`config.mk`:
```
export PLATFORM = sky130hd
export DESIGN_NAME = image_pipe_hfilter
export DESIGN_NICKNAME = d
export VERILOG_FILES = /design/src/rtl/image_pipe_pkg.sv /design/src/rtl/image_pipe_tap3.sv /design/src/rtl/image_pipe_hfilter.sv
export SDC_FILE = /design/constraint.sdc
export NUM_CORES = 1
export LEC_CHECK = 0
export BUFFER_PORTS_ARGS = -buffer_cell sky130_fd_sc_hd__buf_2
export CORE_MARGIN = 3
export CORE_UTILIZATION = 51
export CTS_CLUSTER_SIZE = 28
export DETAILED_ROUTE_END_ITERATION = 7
export PLACE_DENSITY = 0.76
export SETUP_SLACK_MARGIN = 0.5
export SYNTH_ARGS = -nofsm -noshare
export SYNTH_HDL_FRONTEND = slang
export SYNTH_SLANG_ARGS = --single-unit
export TNS_END_PERCENT = 20
```
`constraint.sdc`:
```
create_clock -name clk -period 3.7 [get_ports clk]
set_input_delay 0.74 -clock clk [delete_from_list [all_inputs] [get_ports clk]]
set_output_delay 0.74 -clock clk [all_outputs]
set_load 0.03 [all_outputs]
```
`src/rtl/image_pipe_pkg.sv`:
```
// Shared types and constants for image pipe filter stages.
// Filter arithmetic uses a [1 2 1]/4 kernel with round-half-up.
package image_pipe_pkg;

   typedef enum logic [1:0] {
      S_IDLE  = 2'd0,
      S_RUN   = 2'd1,
      S_FLUSH = 2'd2
   } state_e;

   localparam int RND = 2;
   localparam int SH  = 2;

   // Two extra bits hold a + 2b + c + RND without overflow.
   function automatic int sum_w(input int dw);
      return dw + 2;
   endfunction

endpackage

```
`src/rtl/image_pipe_tap3.sv`:
```
// Combinational 3-tap [1 2 1]/4 kernel with rounding: y = (a + 2b + c + 2) >> 2.
// Shared by horizontal and future vertical filter stages.
module image_pipe_tap3
   import image_pipe_pkg::*;
#(
   parameter int DW = 32
) (
   input  logic [DW-1:0] a,
   input  logic [DW-1:0] b,
   input  logic [DW-1:0] c,
   output logic [DW-1:0] y
);

   localparam int SW = sum_w(DW);

   logic [SW-1:0] sum;

   assign sum = SW'(a) + (SW'(b) << 1) + SW'(c) + SW'(RND);
   // All-ones inputs round back to all-ones, so the top DW bits never overflow.
   assign y   = sum[SH +: DW];

endmodule

```
`src/rtl/image_pipe_hfilter.sv`:
```
// Horizontal [1 2 1]/4 smoothing stage with edge replication on the image pipe stream.
// Also counts completed output lines.
module image_pipe_hfilter
   import image_pipe_pkg::*;
#(
   parameter int DW  = 32,
   parameter int LCW = 16
) (
   input  logic           clk,
   input  logic           rst_n,
   input  logic [DW-1:0]  is_data_in,
   input  logic           is_valid_in,
   input  logic           is_end_in,
   output logic           is_busy_out,
   output logic [DW-1:0]  im_data_out,
   output logic           im_valid_out,
   output logic           im_end_out,
   input  logic           im_busy_in,
   output logic [LCW-1:0] line_cnt
);

   // Handshake: a transfer happens on a rising edge where valid=1 and busy=0;
   // while valid=1 and busy=1 the sender holds data and end stable.

   state_e          state, state_nxt;
   logic [DW-1:0]   prev, cur;
   logic [DW-1:0]   tap_c, tap_y;
   logic            out_free;
   logic            emit, emit_end;
   logic            load_first, shift_in;

   assign out_free = !im_valid_out || !im_busy_in;

   // The flush pixel replicates cur as its right neighbour.
   assign tap_c = (state == S_FLUSH) ? cur : is_data_in;

   image_pipe_tap3 #(.DW(DW)) u_tap3 (
      .a (prev),
      .b (cur),
      .c (tap_c),
      .y (tap_y)
   );

   always_comb begin
      state_nxt   = state;
      is_busy_out = 1'b0;
      emit        = 1'b0;
      emit_end    = 1'b0;
      load_first  = 1'b0;
      shift_in    = 1'b0;
      case (state)
         S_IDLE: begin
            if (is_valid_in) begin
               load_first = 1'b1;
               state_nxt  = is_end_in ? S_FLUSH : S_RUN;
            end
         end
         S_RUN: begin
            is_busy_out = !out_free;
            if (is_valid_in && out_free) begin
               emit      = 1'b1;
               shift_in  = 1'b1;
               state_nxt = is_end_in ? S_FLUSH : S_RUN;
            end
         end
         S_FLUSH: begin
            is_busy_out = 1'b1;
            if (out_free) begin
               emit      = 1'b1;
               emit_end  = 1'b1;
               state_nxt = S_IDLE;
            end
         end
         default: state_nxt = S_IDLE;
      endcase
   end

   always_ff @(posedge clk or negedge rst_n) begin
      if (!rst_n) begin
         state <= S_IDLE;
         prev  <= '0;
         cur   <= '0;
      end else begin
         state <= state_nxt;
         if (load_first) begin
            prev <= is_data_in;
            cur  <= is_data_in;
         end else if (shift_in) begin
            prev <= cur;
            cur  <= is_data_in;
         end
      end
   end

   // Output register reloads on the same edge its previous contents are taken.
   always_ff @(posedge clk or negedge rst_n) begin
      if (!rst_n) begin
         im_data_out  <= '0;
         im_end_out   <= 1'b0;
         im_valid_out <= 1'b0;
         line_cnt     <= '0;
      end else begin
         if (emit) begin
            im_data_out  <= tap_y;
            im_end_out   <= emit_end;
            im_valid_out <= 1'b1;
         end else if (!im_busy_in) begin
            im_valid_out <= 1'b0;
         end
         if (emit_end) line_cnt <= line_cnt + 1'b1;
      end
   end

endmodule

```
==> results.md <==
- Status: completed
- Skew final: roughly 0.0084 ns
- Root buffer cell: clkbuf_16
- Max clock buf depth: 2
- Starting Density: a little over half
- F_max: 0.2788 GHz
- Via density: ~5.8
- ANT nets after route: 0
- GR Overflow Total: 0
- ANT cells: 0
- FF+latch area: 2903 um2
- Total CTS buffers: 17
- Total number of vias: approximately 6,400
- Wire length per cell: ~18 um
- Final hold violation count: 0
- CP startpoint kind: flip-flop
- Commonest non-fill, non-tap cells in the layout: dfrtp_1, nand2_1, buf_2
- Mapped Nets: about 860
- Largest net degree at the start of global routing: between 90 and 100
- Mapped Area: roughly 7600 um2
- First-pass GRT wire length: roughly 31 mm
- Clock sinks: ~120
- Met2 routed WL: around 10 mm
- Post-synth ARST share: 100.0%
- Mapped Cells: approximately 760
- Number of synthesized flops with an enable pin: 0
- Layout net count: ~1,000
- Clk_lat worst skew: ~0.42 ns
- Antenna violations before repair: 0
- GPL Wtd Cong: slightly below 0.9
- CP Data Required Time: between 4 and 5 ns
- Initial DRT Pass Iterations: 5
- Final setup viols: 0
- Width of the die: about 130 um
- Wirelength, routed: roughly 19 mm
- H-tree depth: 4
- Final period utilization: between 90% and 100%
- Row count: 44
- Final Max Slew Viols: 0
- Highest routed layer: met4
- Multi-input gate area: 5149 um2
- Hold buffers post-CTS: 0
- Reg clk slew, reported paths: 0.06 ns
- Hold slack: roughly 0.43 ns
- Die ar.: between 15,000 and 20,000 um2
- Vias in the first global route: a little over 6,000
- Most common cell after layout, fill and taps aside: dfrtp_1
- Most used DFF post-synth: dfrtp_1
- Sequential area share after synthesis: roughly two fifths
- Unique cell type count in the Yosys netlist: 56
- Metal-1 WL: 8.353 mm
- Synth-to-Final Area Change: 31.84%
- Worst setup EP type: flip-flop
- I/O pins: 88
- Worst min path class: in2async
- Reg2Reg Depth: 14
- Post-route DRC: 0
- TritonCTS clock tree: built
- Slew at the pin with the worst max-slew slack: around 1.1 ns
- Critical Path AT: between 3 and 4 ns
- RSZ-0062 raised after global routing: true
- Critical path peak fanout: 11
- Max-slew headroom: between 20% and 30%
- Number of port buffers: 87
- Detailed Place HPWL: 12.68 mm
- Synth Warn #: 0
- Kind of critical path: reg2reg
- Flops & latches, synth: 116
- Filler Cell Count: around 1,000
- Fraction of layout instances using a drive strength above 1: a little under two fifths
- Minimum clock period: roughly 3.6 ns
- Routed length on met3: about 780 um
- GRT Overall Usage: a little under a quarter
- 1st-iter DRT viols: approximately 320
- Core area: ~15,000 um2
- Die Height: 128.2 um
- Number of max-cap violations: 0
- Syn Area/Cell: about 10 um2
==> Yosys cell counts, types with 5 or more instances <==
| cell type | n | area share [%] |
|---|---|---|
| a211oi_1 | 6 | 0.59 |
| a21o_1 | 24 | 2.4 |
| a21oi_1 | 30 | 2.0 |
| and3_1 | 6 | 0.49 |
| buf_1 | 11 | 0.54 |
| clkbuf_1 | 25 | 1.2 |
| dfrtp_1 | 116 | 38 |
| fa_1 | 30 | 7.9 |
| ha_1 | 37 | 6.1 |
| inv_1 | 15 | 0.74 |
| mux2_2 | 63 | 9.3 |
| mux2i_1 | 34 | 4.5 |
| nand2_1 | 106 | 5.2 |
| nand3_1 | 17 | 1.1 |
| nand4_1 | 16 | 1.3 |
| nor2_1 | 27 | 1.3 |
| nor2b_1 | 5 | 0.41 |
| nor3_1 | 9 | 0.59 |
| nor4_1 | 5 | 0.41 |
| o21a_1 | 8 | 0.79 |
| o21ai_0 | 62 | 4.1 |
| o21bai_1 | 6 | 0.59 |
| o31ai_1 | 12 | 1.2 |
| or3_1 | 7 | 0.58 |
| xnor2_1 | 18 | 2.1 |
| xor2_1 | 7 | 0.81 |
==> kinds of logic (layout without fill, tap and decap cells) <==
family	after synthesis	count (layout)	synth area share (%)
adder cells (fa/ha/maj)	67	67	13.97
flip-flops	116	116	38.12
multiplexers	97	97	13.79
AO/OA/AOI/OAI	186	186	15.86
buffers and inverters	54	206	2.793
XOR/XNOR	25	25	2.875
AND/OR/NAND/NOR	210	210	12.60
==> routing by layer <==
layer  GRT usage (%)  vias up
met5               0        -
met4           8.177        0
met3           4.083       31
met2           37.70      170
met1           30.73     3150
li1                -     3019
==> state kept, by name, summed over array words and instances (netlist names) <==
name          flops
im_end_out        1
prev             32
im_data_out      32
line_cnt         16
state             2
im_valid_out      1
cur              32
==> final timing paths <==
check                                                    to                startpoint  slack [ns]
max in group asynchronous       im_data_out[10]$_DFFE_PN0P_                     rst_n        2.39
worst min register to register     line_cnt[15]$_DFFE_PN0P_  line_cnt[15]$_DFFE_PN0P_        0.47
min in group clk                   line_cnt[15]$_DFFE_PN0P_  line_cnt[15]$_DFFE_PN0P_        0.47
worst min-delay path               line_cnt[13]$_DFFE_PN0P_                     rst_n        0.43
worst max-delay path             im_data_out[5]$_DFFE_PN0P_      state[1]$_DFFE_PN0P_        0.11
worst max register to register   im_data_out[5]$_DFFE_PN0P_      state[1]$_DFFE_PN0P_        0.11
==> stage by stage <==
stage	TNS (ns)	util [%]	instances	cell area (um2)	setup slack (ns)
2_1_floorplan	0	-	755	7671	0.04753
3_3_place_gp	0	59.13	1045	8626	0.03215
3_5_place_dp	-0.2341	59.13	1045	8626	-0.06038
4_1_cts	0	65.14	1081	9503	0.08865
5_1_grt	-0.03808	68.82	1091	10040	-0.02306
6_report	0	68.82	1091	10040	0.1129
==> worst max-delay path, cell delays in order, from the launching register on <==
cell and delay (ns):
dfrtp_1 0.43, ha_4 0.21, buf_12 0.15, buf_12 0.13
mux2_4 0.29, fa_1 0.52, ha_4 0.22, a21o_1 0.21
a2bb2oi_4 0.22, a21boi_2 0.09, buf_4 0.15, o21a_1 0.23
o21a_1 0.23, o21a_1 0.18, o31ai_2 0.22
==> layout make-up <==
cell class | instances | area share (%)
Clock inverter | 12 | 2.019
Tap cell | 184 | 2.293
Multi-Input combinational cell | 585 | 51.28
Timing Repair Buffer | 159 | 10.38
Sequential cell | 116 | 28.91
Clock buffer | 20 | 4.549
Inverter | 15 | 0.5608
==> what timing repair did <==
action	CTS	global route
endpoints found under the setup margin	29	29
pin swaps	8	68
buffers inserted	4	10
resized for setup	33	100
Power is left out: the tool's default activity adds up to more than one toggle a clock period on the data nets, which glitch-free logic cannot reach.
